==> src/rtl/ro_stage_nway_pkg.sv <==
// Shared types for the N-lane read-operand stage: operand state, lane slot layout
// and the hard-wired zero register. Slot field widths follow the RO_* constants here.
package ro_stage_nway_pkg;

  localparam int RO_XLEN      = 32;
  localparam int RO_AW        = 5;
  localparam int RO_PAYLOAD_W = 160;

  localparam logic [RO_AW-1:0] REG_ZERO = '0;

  typedef enum logic {
    PEND = 1'b0,
    HELD = 1'b1
  } opnd_state_e;

  typedef struct packed {
    logic                    valid;
    logic                    bm;
    logic [RO_AW-1:0]        dest;
    logic [RO_AW-1:0]        src1;
    logic [RO_AW-1:0]        src2;
    logic                    src2_is_imm;
    logic [RO_PAYLOAD_W-1:0] payload;
    opnd_state_e             st1;
    opnd_state_e             st2;
    logic [RO_XLEN-1:0]      data1;
    logic [RO_XLEN-1:0]      data2;
  } lane_slot_t;

  function automatic logic is_zero_reg(input logic [RO_AW-1:0] addr);
    return addr == REG_ZERO;
  endfunction

endpackage

==> src/rtl/ro_stage_nway_if.sv <==
// Bundle of ID, register-file, bypass and EX signals around the read-operand stage.
// The stage uses the slave view; the surrounding pipeline (or a bench) uses master.
interface ro_stage_nway_if #(
  parameter int LANES     = 2,
  parameter int NSRC      = 6,
  parameter int XLEN      = 32,
  parameter int AW        = 5,
  parameter int PAYLOAD_W = 160
);

  logic                         flush;
  logic                         ex_stall;

  logic [LANES-1:0]             id_valid;
  logic [LANES*AW-1:0]          id_src1;
  logic [LANES*AW-1:0]          id_src2;
  logic [LANES-1:0]             id_src2_is_imm;
  logic [LANES*XLEN-1:0]        id_imm;
  logic [LANES*AW-1:0]          id_dest;
  logic [LANES-1:0]             id_branch_mistaken;
  logic [LANES*PAYLOAD_W-1:0]   id_payload;
  logic                         ro_stall;

  logic [2*LANES*AW-1:0]        rf_addr;
  logic [2*LANES*XLEN-1:0]      rf_data;

  logic [NSRC-1:0]              byp_valid;
  logic [NSRC-1:0]              byp_forwardable;
  logic [NSRC*AW-1:0]           byp_dest;
  logic [NSRC*XLEN-1:0]         byp_result;

  logic [LANES-1:0]             ro_valid;
  logic [LANES*XLEN-1:0]        ro_src1;
  logic [LANES*XLEN-1:0]        ro_src2;
  logic [LANES*AW-1:0]          ro_dest;
  logic [LANES*PAYLOAD_W-1:0]   ro_payload;
  logic [LANES-1:0]             ro_branch_mistaken;

  modport master (
    output flush, ex_stall,
    output id_valid, id_src1, id_src2, id_src2_is_imm, id_imm, id_dest,
    output id_branch_mistaken, id_payload,
    input  ro_stall,
    input  rf_addr,
    output rf_data,
    output byp_valid, byp_forwardable, byp_dest, byp_result,
    input  ro_valid, ro_src1, ro_src2, ro_dest, ro_payload, ro_branch_mistaken
  );

  modport slave (
    input  flush, ex_stall,
    input  id_valid, id_src1, id_src2, id_src2_is_imm, id_imm, id_dest,
    input  id_branch_mistaken, id_payload,
    output ro_stall,
    output rf_addr,
    input  rf_data,
    input  byp_valid, byp_forwardable, byp_dest, byp_result,
    output ro_valid, ro_src1, ro_src2, ro_dest, ro_payload, ro_branch_mistaken
  );

endinterface

==> src/rtl/ro_stage_nway_operand_resolver.sv <==
// Resolves one source address against the bypass sources (index 0 wins) with
// register-file data as fallback. Purely combinational.
module ro_operand_resolver
  import ro_stage_nway_pkg::*;
#(
  parameter int NSRC = 6,
  parameter int XLEN = 32,
  parameter int AW   = 5
) (
  input  logic [AW-1:0]        addr_i,
  input  logic [NSRC-1:0]      byp_valid_i,
  input  logic [NSRC-1:0]      byp_forwardable_i,
  input  logic [NSRC*AW-1:0]   byp_dest_i,
  input  logic [NSRC*XLEN-1:0] byp_result_i,
  input  logic [XLEN-1:0]      rf_data_i,
  output logic                 resolved_o,
  output logic [XLEN-1:0]      value_o
);

  // Walk from the oldest source down so the youngest match is the last one written.
  always_comb begin
    resolved_o = 1'b1;
    value_o    = rf_data_i;
    for (int k = NSRC - 1; k >= 0; k--) begin
      if (byp_valid_i[k] && (byp_dest_i[k*AW +: AW] == addr_i) &&
          (addr_i != AW'(REG_ZERO))) begin
        resolved_o = byp_forwardable_i[k];
        value_o    = byp_result_i[k*XLEN +: XLEN];
      end
    end
  end

endmodule

==> src/rtl/ro_stage_nway.sv <==
// N-lane read-operand stage: holds an issue group until every lane has both operands.
// Optional stall counters are enabled with the RO_STALL_CNT_EN macro.
module ro_stage_nway
  import ro_stage_nway_pkg::*;
#(
  parameter int LANES     = 2,
  parameter int NSRC      = 6,
  parameter int XLEN      = RO_XLEN,
  parameter int AW        = RO_AW,
  parameter int PAYLOAD_W = RO_PAYLOAD_W
) (
  input  logic          clk,
  input  logic          reset,
  ro_stage_nway_if.slave bus
`ifdef RO_STALL_CNT_EN
  ,
  output logic [31:0]   ro_hazard_cycles,
  output logic [31:0]   ro_ex_stall_cycles
`endif
);

  lane_slot_t       slot_q [LANES];
  lane_slot_t       slot_d [LANES];

  logic [LANES-1:0] res_ok1;
  logic [LANES-1:0] res_ok2;
  logic [XLEN-1:0]  res_val1 [LANES];
  logic [XLEN-1:0]  res_val2 [LANES];

  logic [LANES-1:0] rdy1;
  logic [LANES-1:0] rdy2;
  logic [LANES-1:0] lane_ready;
  logic [XLEN-1:0]  opnd1 [LANES];
  logic [XLEN-1:0]  opnd2 [LANES];

  logic             any_valid;
  logic             all_ready;
  logic             stall;
  logic [LANES-1:0] kill;

  for (genvar i = 0; i < LANES; i++) begin : g_lane
    ro_operand_resolver #(
      .NSRC (NSRC),
      .XLEN (XLEN),
      .AW   (AW)
    ) u_res1 (
      .addr_i            (slot_q[i].src1),
      .byp_valid_i       (bus.byp_valid),
      .byp_forwardable_i (bus.byp_forwardable),
      .byp_dest_i        (bus.byp_dest),
      .byp_result_i      (bus.byp_result),
      .rf_data_i         (bus.rf_data[(2*i)*XLEN +: XLEN]),
      .resolved_o        (res_ok1[i]),
      .value_o           (res_val1[i])
    );

    ro_operand_resolver #(
      .NSRC (NSRC),
      .XLEN (XLEN),
      .AW   (AW)
    ) u_res2 (
      .addr_i            (slot_q[i].src2),
      .byp_valid_i       (bus.byp_valid),
      .byp_forwardable_i (bus.byp_forwardable),
      .byp_dest_i        (bus.byp_dest),
      .byp_result_i      (bus.byp_result),
      .rf_data_i         (bus.rf_data[(2*i+1)*XLEN +: XLEN]),
      .resolved_o        (res_ok2[i]),
      .value_o           (res_val2[i])
    );
  end

  // HELD operands bypass the resolver entirely, so a stalled group never changes value.
  always_comb begin
    any_valid = 1'b0;
    all_ready = 1'b1;
    for (int i = 0; i < LANES; i++) begin
      rdy1[i]       = (slot_q[i].st1 == HELD) || res_ok1[i];
      rdy2[i]       = (slot_q[i].st2 == HELD) || res_ok2[i];
      opnd1[i]      = (slot_q[i].st1 == HELD) ? slot_q[i].data1 : res_val1[i];
      opnd2[i]      = (slot_q[i].st2 == HELD) ? slot_q[i].data2 : res_val2[i];
      lane_ready[i] = !slot_q[i].valid || (rdy1[i] && rdy2[i]);
      any_valid     = any_valid | slot_q[i].valid;
      all_ready     = all_ready & lane_ready[i];
    end
    stall = any_valid && (!all_ready || bus.ex_stall);
  end

  always_comb begin
    bus.ro_stall           = stall;
    bus.rf_addr            = '0;
    bus.ro_valid           = '0;
    bus.ro_src1            = '0;
    bus.ro_src2            = '0;
    bus.ro_dest            = '0;
    bus.ro_payload         = '0;
    bus.ro_branch_mistaken = '0;
    for (int i = 0; i < LANES; i++) begin
      bus.rf_addr[(2*i)*AW +: AW]   = slot_q[i].src1;
      bus.rf_addr[(2*i+1)*AW +: AW] = slot_q[i].src2;
      bus.ro_valid[i]               = slot_q[i].valid;
      if (slot_q[i].valid) begin
        bus.ro_src1[i*XLEN +: XLEN]             = opnd1[i];
        bus.ro_src2[i*XLEN +: XLEN]             = opnd2[i];
        bus.ro_dest[i*AW +: AW]                 = slot_q[i].dest;
        bus.ro_payload[i*PAYLOAD_W +: PAYLOAD_W] = slot_q[i].payload;
      end
      bus.ro_branch_mistaken[i] = slot_q[i].bm && slot_q[i].valid && !stall;
    end
  end

  // A lane is killed when any older valid lane in the same group mispredicted.
  always_comb begin
    logic older_bm;
    older_bm = 1'b0;
    kill     = '0;
    for (int i = 0; i < LANES; i++) begin
      kill[i]  = older_bm;
      older_bm = older_bm | (bus.id_valid[i] & bus.id_branch_mistaken[i]);
    end
  end

  always_comb begin
    for (int i = 0; i < LANES; i++) begin
      slot_d[i] = slot_q[i];
    end
    if (bus.flush) begin
      for (int i = 0; i < LANES; i++) begin
        slot_d[i].valid = 1'b0;
      end
    end else if (!stall) begin
      for (int i = 0; i < LANES; i++) begin
        slot_d[i].valid       = bus.id_valid[i] && !kill[i];
        slot_d[i].bm          = bus.id_branch_mistaken[i];
        slot_d[i].dest        = bus.id_dest[i*AW +: AW];
        slot_d[i].src1        = bus.id_src1[i*AW +: AW];
        slot_d[i].src2        = bus.id_src2[i*AW +: AW];
        slot_d[i].src2_is_imm = bus.id_src2_is_imm[i];
        slot_d[i].payload     = bus.id_payload[i*PAYLOAD_W +: PAYLOAD_W];
        slot_d[i].st1         = is_zero_reg(bus.id_src1[i*AW +: AW]) ? HELD : PEND;
        slot_d[i].data1       = '0;
        slot_d[i].data2       = '0;
        if (bus.id_src2_is_imm[i]) begin
          slot_d[i].st2   = HELD;
          slot_d[i].data2 = bus.id_imm[i*XLEN +: XLEN];
        end else begin
          slot_d[i].st2   = is_zero_reg(bus.id_src2[i*AW +: AW]) ? HELD : PEND;
        end
      end
    end else begin
      for (int i = 0; i < LANES; i++) begin
        if ((slot_q[i].st1 == PEND) && res_ok1[i]) begin
          slot_d[i].st1   = HELD;
          slot_d[i].data1 = res_val1[i];
        end
        if ((slot_q[i].st2 == PEND) && res_ok2[i]) begin
          slot_d[i].st2   = HELD;
          slot_d[i].data2 = res_val2[i];
        end
      end
    end
  end

  always_ff @(posedge clk or negedge reset) begin
    if (!reset) begin
      for (int i = 0; i < LANES; i++) begin
        slot_q[i] <= '0;
      end
    end else begin
      for (int i = 0; i < LANES; i++) begin
        slot_q[i] <= slot_d[i];
      end
    end
  end

`ifdef RO_STALL_CNT_EN
  // Saturating counters; a flush leaves them untouched.
  always_ff @(posedge clk or negedge reset) begin
    if (!reset) begin
      ro_hazard_cycles   <= '0;
      ro_ex_stall_cycles <= '0;
    end else begin
      if (any_valid && !all_ready && (ro_hazard_cycles != '1)) begin
        ro_hazard_cycles <= ro_hazard_cycles + 32'd1;
      end
      if (all_ready && bus.ex_stall && (ro_ex_stall_cycles != '1)) begin
        ro_ex_stall_cycles <= ro_ex_stall_cycles + 32'd1;
      end
    end
  end
`endif

endmodule

==> src/flat_wrapper.sv <==
// flat-port wrapper written by rule: the top's interface ports become plain ports
module ro_stage_nway_flat import ro_stage_nway_pkg::*;
#(
  parameter int LANES     = 2,
  parameter int NSRC      = 6,
  parameter int XLEN      = RO_XLEN,
  parameter int AW        = RO_AW,
  parameter int PAYLOAD_W = RO_PAYLOAD_W
)
  (clk, reset, bus_flush, bus_ex_stall, bus_id_valid, bus_id_src1, bus_id_src2, bus_id_src2_is_imm, bus_id_imm, bus_id_dest, bus_id_branch_mistaken, bus_id_payload, bus_ro_stall, bus_rf_addr, bus_rf_data, bus_byp_valid, bus_byp_forwardable, bus_byp_dest, bus_byp_result, bus_ro_valid, bus_ro_src1, bus_ro_src2, bus_ro_dest, bus_ro_payload, bus_ro_branch_mistaken);
  ro_stage_nway_if #(.LANES(LANES), .NSRC(NSRC), .XLEN(XLEN), .AW(AW), .PAYLOAD_W(PAYLOAD_W)) bus_i ();
  input  logic clk;
  input  logic reset;
  input wire logic [$bits(bus_i.flush)-1:0] bus_flush;
  input wire logic [$bits(bus_i.ex_stall)-1:0] bus_ex_stall;
  input wire logic [$bits(bus_i.id_valid)-1:0] bus_id_valid;
  input wire logic [$bits(bus_i.id_src1)-1:0] bus_id_src1;
  input wire logic [$bits(bus_i.id_src2)-1:0] bus_id_src2;
  input wire logic [$bits(bus_i.id_src2_is_imm)-1:0] bus_id_src2_is_imm;
  input wire logic [$bits(bus_i.id_imm)-1:0] bus_id_imm;
  input wire logic [$bits(bus_i.id_dest)-1:0] bus_id_dest;
  input wire logic [$bits(bus_i.id_branch_mistaken)-1:0] bus_id_branch_mistaken;
  input wire logic [$bits(bus_i.id_payload)-1:0] bus_id_payload;
  output wire logic [$bits(bus_i.ro_stall)-1:0] bus_ro_stall;
  output wire logic [$bits(bus_i.rf_addr)-1:0] bus_rf_addr;
  input wire logic [$bits(bus_i.rf_data)-1:0] bus_rf_data;
  input wire logic [$bits(bus_i.byp_valid)-1:0] bus_byp_valid;
  input wire logic [$bits(bus_i.byp_forwardable)-1:0] bus_byp_forwardable;
  input wire logic [$bits(bus_i.byp_dest)-1:0] bus_byp_dest;
  input wire logic [$bits(bus_i.byp_result)-1:0] bus_byp_result;
  output wire logic [$bits(bus_i.ro_valid)-1:0] bus_ro_valid;
  output wire logic [$bits(bus_i.ro_src1)-1:0] bus_ro_src1;
  output wire logic [$bits(bus_i.ro_src2)-1:0] bus_ro_src2;
  output wire logic [$bits(bus_i.ro_dest)-1:0] bus_ro_dest;
  output wire logic [$bits(bus_i.ro_payload)-1:0] bus_ro_payload;
  output wire logic [$bits(bus_i.ro_branch_mistaken)-1:0] bus_ro_branch_mistaken;
  assign bus_i.flush = bus_flush;
  assign bus_i.ex_stall = bus_ex_stall;
  assign bus_i.id_valid = bus_id_valid;
  assign bus_i.id_src1 = bus_id_src1;
  assign bus_i.id_src2 = bus_id_src2;
  assign bus_i.id_src2_is_imm = bus_id_src2_is_imm;
  assign bus_i.id_imm = bus_id_imm;
  assign bus_i.id_dest = bus_id_dest;
  assign bus_i.id_branch_mistaken = bus_id_branch_mistaken;
  assign bus_i.id_payload = bus_id_payload;
  assign bus_ro_stall = bus_i.ro_stall;
  assign bus_rf_addr = bus_i.rf_addr;
  assign bus_i.rf_data = bus_rf_data;
  assign bus_i.byp_valid = bus_byp_valid;
  assign bus_i.byp_forwardable = bus_byp_forwardable;
  assign bus_i.byp_dest = bus_byp_dest;
  assign bus_i.byp_result = bus_byp_result;
  assign bus_ro_valid = bus_i.ro_valid;
  assign bus_ro_src1 = bus_i.ro_src1;
  assign bus_ro_src2 = bus_i.ro_src2;
  assign bus_ro_dest = bus_i.ro_dest;
  assign bus_ro_payload = bus_i.ro_payload;
  assign bus_ro_branch_mistaken = bus_i.ro_branch_mistaken;
  ro_stage_nway #(.LANES(LANES), .NSRC(NSRC), .XLEN(XLEN), .AW(AW), .PAYLOAD_W(PAYLOAD_W)) u_core (.clk(clk), .reset(reset), .bus(bus_i));
endmodule
==> config.mk <==
export PLATFORM = sky130hd
export DESIGN_NAME = ro_stage_nway_flat
export DESIGN_NICKNAME = d
export VERILOG_FILES = /design/src/rtl/ro_stage_nway_pkg.sv /design/src/rtl/ro_stage_nway_if.sv /design/src/rtl/ro_stage_nway_operand_resolver.sv /design/src/rtl/ro_stage_nway.sv /design/src/flat_wrapper.sv
export SDC_FILE = /design/constraint.sdc
export NUM_CORES = 2
export LEC_CHECK = 0
export ABC_CLOCK_PERIOD_IN_PS = 9230
export CAP_MARGIN = 30
export CORE_AREA = 2 2 497 499
export DETAILED_ROUTE_END_ITERATION = 16
export DIE_AREA = 0 0 499 501
export SLEW_MARGIN = 20
export SYNTH_ARGS = -nofsm -noshare
export SYNTH_HDL_FRONTEND = slang
export SYNTH_SLANG_ARGS = --single-unit
==> constraint.sdc <==
create_clock -name clk -period 9.23 [get_ports clk]
set_input_delay 1.3845 -clock clk [delete_from_list [all_inputs] [get_ports clk]]
set_output_delay 1.3845 -clock clk [all_outputs]
set_load 0.03 [all_outputs]
==> summary.md <==
### STA
• setup violators final: 0
• final total negative setup slack: 0 ns
• maximum operating frequency: 0.130 GHz
• endpoints failing hold: 0
• post-layout minimum cycle time: 7.68 ns
• Max Transition Viols Final: 0
• fraction of the cycle the final worst path needs: 83.2%
• worst relative slew slack: 30.6%
• setup repair after global routing missed its margin: false
• slew at the pin closest to its max-slew limit: 1.04 ns
• clk_skew: 0.0660 ns

### Worst setup path
• startpoint type of the worst setup path: input port
• Cell Chain, Critical Path: clkdlybuf4s50_1 -> xor2_1 -> nor4_1 -> or3b_2 -> buf_4 -> a21oi_1 -> a211o_1 -> nand2_1 -> o21ai_0 -> and2_1 -> clkdlybuf4s50_1
• R2R Path End: u_core.slot_q[280]
• WP data required: 7.85 ns
• path type of the worst setup path: in -> out
• reg-to-reg startpoint: u_core.bus.rf_addr[16]
• slowest CP cell: sky130_fd_sc_hd__nor4_1
• Critical Path Source: bus_byp_dest[20]
• maximum fanout count along the critical path: 65
• Crit path top cell by count: sky130_fd_sc_hd__clkdlybuf4s50_1
• number of cell instances on the worst register-to-register path: 12
• largest incremental delay on the critical path: 0.73 ns
• setup slack of the most critical reg-to-reg path: 3.41 ns
• category of the worst setup path capture point: output port
• arrival time of the worst setup path: 6.30 ns
• CP Capture Point: bus_ro_src2[45]

### Routing
• violation count after the first detailed-route iteration: 3321
• met2 WL: 135000 um
• total vias in the final route: 34600
• antenna violation net count after detailed routing: 0
• number of remaining DRC errors: 0
• highest metal used: met5
• met3 wire length: 29300 um
• total routed wire length on the met1 layer: 107000 um
• drt wl/cell: 36.7 um
• total routed wirelength: 287000 um
• detailed-route vias per instance: 4.42
• Pre-Repair DR Iteration Count: 8

### Global route
• global routing usage summed across all routing layers: 22.1%
• number of global-route vias before repair: 34200
• initial antenna violation count: 198
• global-route wire length before repair: 365000 um
• pin count of the biggest net entering global routing: 209
• overflow left after global routing: 0

### Logic synthesis
• top cell type's share of synthesized area: 38.2%
• biggest area contributors in the synthesized netlist: sky130_fd_sc_hd__dfrtp_1 (38%), sky130_fd_sc_hd__mux2_2 (12%), sky130_fd_sc_hd__and2_1 (7.1%), sky130_fd_sc_hd__mux2i_1 (4.1%), sky130_fd_sc_hd__o21ai_0 (3.6%)
• average cell area after synthesis: 9.41 um^2
• area fraction in and, or, nand and nor cells after synthesis: 17.6%
• count of flip-flops with a built-in enable after synthesis: 0
• largest family of logic cells by synthesized area: compound AO/OA/AOI/OAI gates
• number of synthesis warnings: 0
• arithmetic-cell share of the synthesized area counting full adders, half adders and majority gates: 0%
• Gate Count Post-Synth: 3382
• Yosys top cell by area: sky130_fd_sc_hd__dfrtp_1
• ys flop type: sky130_fd_sc_hd__dfrtp_1
• share of async-settable or async-resettable flops after synthesis: 100%
• total of flip-flops plus latches after synthesis: 486
• nets in the synthesized netlist: 4168
• list of most frequent post-synthesis cells: sky130_fd_sc_hd__dfrtp_1 (486), sky130_fd_sc_hd__and2_1 (363), sky130_fd_sc_hd__mux2_2 (352)
• total standard cell area after synthesis: 31800 um^2
• proportion of synthesized area in mux cells: 16.6%
• post-synthesis xor/xnor area fraction: 3.30%
• portion of the post-synthesis area used by sequential elements: 38.2%
• unique cell type count in the Yosys netlist: 54
• count leader, synth: sky130_fd_sc_hd__dfrtp_1
• Compound-Gate Fraction of Synth Area: 19.4%

### Clock network
• TritonCTS clock tree: yes
• root buffer selected by CTS: sky130_fd_sc_hd__clkbuf_16
• insertion delay to the later sink of the worst-skew pair: 0.75 ns
• CTS hold repair buffers: 0
• clock buffer count from CTS: 76
• post-CTS setup repair buffer count: 0
• clock transition at the registers of the reported paths: 0.04 ns
• maximum buffer depth of the clock tree: 3
• sinks on the clock net: 486
• # H-tree levels: 3
• Resize count post-CTS: 0

### Pwr
• final total power: 9.04 mW
• pwr/cell area: 177 nW/um^2
• VDD IR-drop max: 0.000131 V
• leakage power total: 20.0 nW

### Floorplan
• initial cell density of the core: 13.0%
• number of cell rows: 182
• count of pins on the block boundary: 1269
• DIE HEIGHT: 501 um
• width of the chip: 499 um
• standard cell core area: 245000 um^2
• Die Area: 250000 um^2

### Finish
• footprint of the multi-input gates: 18300 um^2
• Post-layout nets: 5251
• synthesis-to-finish area growth: 60.8%
• layout cell share with drive strength beyond 1: 13.7%
• filler cell count in the final layout: 26600
• total area of sequential cells: 12200 um^2

### Hold path
• depth of the worst hold-timing path: 1
• worst min-delay path class: reg -> reg

### Place
• HPWL after detailed placement: 238000 um
• I/O Buffers: 1268
• last weighted congestion value of the routability-driven placer: 0.920

### Run
• # Max-Cap Violations: 0

### Run status
• outcome: complete, no violations

[layout make-up]
class | count | share of cell area (%)
Clock buffer | 106 | 4.25
Clock inverter | 34 | 1.30
Inverter | 7 | 0.0513
Timing Repair Buffer | 1356 | 26.6
Sequential cell | 486 | 23.8
Multi-Input combinational cell | 2538 | 35.7
Antenna cell | 78 | 0.381
Tap cell | 3220 | 7.87
[cells by family after synthesis]
group                     after synthesis
AOI/OAI and AO/OA                     841
xor gates and xnor gates              120
buffers and inverters                 358
DFF                                   486
muxes                                 483
and+or+nand+nor                      1094
[per-layer routing]
| layer | vias to the layer above | global-route usage [%] |
|---|---|---|
| met2 | 2205 | 36.3 |
| met3 | 552 | 8.71 |
| met1 | 17200 | 24.8 |
| met5 | - | 0 |
| met4 | 88 | 11.0 |
| li1 | 14500 | - |
[worst min path at each step]
stage / slack (ns) / start / end
global route: 0.49 / u_core.slot_q[36] / u_core.slot_q[36]
floorplan: 0.46 / u_core.slot_q[32] / u_core.slot_q[32]
finish: 0.48 / u_core.slot_q[46] / u_core.slot_q[46]
global placement: 0.46 / u_core.slot_q[52] / u_core.slot_q[52]
CTS: 0.48 / u_core.slot_q[46] / u_core.slot_q[46]
detailed placement: 0.47 / u_core.slot_q[33] / u_core.slot_q[33]
[stage by stage]
| stage | cell area, um^2 | worst slack [ns] | cells | utilization [%] | hold slack (ns) |
|---|---|---|---|---|---|
| 2_1_floorplan | 31800 | 3.68 | 3382 | - | 0.457 |
| 3_3_place_gp | 47900 | 1.52 | 7596 | 19.6 | 0.464 |
| 3_5_place_dp | 48100 | 1.54 | 7603 | 19.6 | 0.472 |
| 4_1_cts | 50900 | 1.53 | 7743 | 20.8 | 0.482 |
| 5_1_grt | 51100 | 1.55 | 7799 | 20.9 | 0.489 |
| 6_report | 51200 | 1.55 | 7825 | 20.9 | 0.479 |
[worst max-delay path: cells and delay by family]
family	cells	cell delay [ns]
compound gates	3	1.30
xor+xnor	1	0.23
buf+inv	3	1.68
simple gates	4	1.64
[layout by cell type, fill, tap and decap left out, types with 33 or more instances in the layout]
| master | instances |
|---|---|
| sky130_fd_sc_hd__a32o_1 | 33 |
| sky130_fd_sc_hd__o211ai_1 | 39 |
| sky130_fd_sc_hd__o211a_1 | 65 |
| sky130_fd_sc_hd__o21ai_0 | 225 |
| sky130_fd_sc_hd__nand2_1 | 189 |
| sky130_fd_sc_hd__mux2i_1 | 131 |
| sky130_fd_sc_hd__clkdlybuf4s50_1 | 1266 |
| sky130_fd_sc_hd__nand2b_1 | 65 |
| sky130_fd_sc_hd__buf_4 | 67 |
| sky130_fd_sc_hd__and3_1 | 64 |
| sky130_fd_sc_hd__nor3_1 | 45 |
| sky130_fd_sc_hd__mux2_2 | 352 |
| sky130_fd_sc_hd__nor2_1 | 274 |
| sky130_fd_sc_hd__diode_2 | 78 |
| sky130_fd_sc_hd__a211oi_1 | 130 |
| sky130_fd_sc_hd__xnor2_1 | 91 |
| sky130_fd_sc_hd__a22oi_1 | 33 |
| sky130_fd_sc_hd__a21oi_1 | 69 |
| sky130_fd_sc_hd__and2_1 | 362 |
| sky130_fd_sc_hd__clkbuf_16 | 76 |
| sky130_fd_sc_hd__dfrtp_1 | 480 |
| sky130_fd_sc_hd__a221o_1 | 65 |
| sky130_fd_sc_hd__a22o_1 | 64 |
[report_power, final]
part / switching, mW / internal, mW
Combinational: 1.79 / 1.23
Sequential: 0.223 / 2.45
Clock: 1.30 / 2.04
Total: 3.32 / 5.72
[registers in the layout (all words and copies together) (netlist names)]
signal	cells
u_core.bus.rf_addr	20
u_core.bus.ro_valid	2
u_core.slot_q	464
Power figures use the tool's default switching activity.
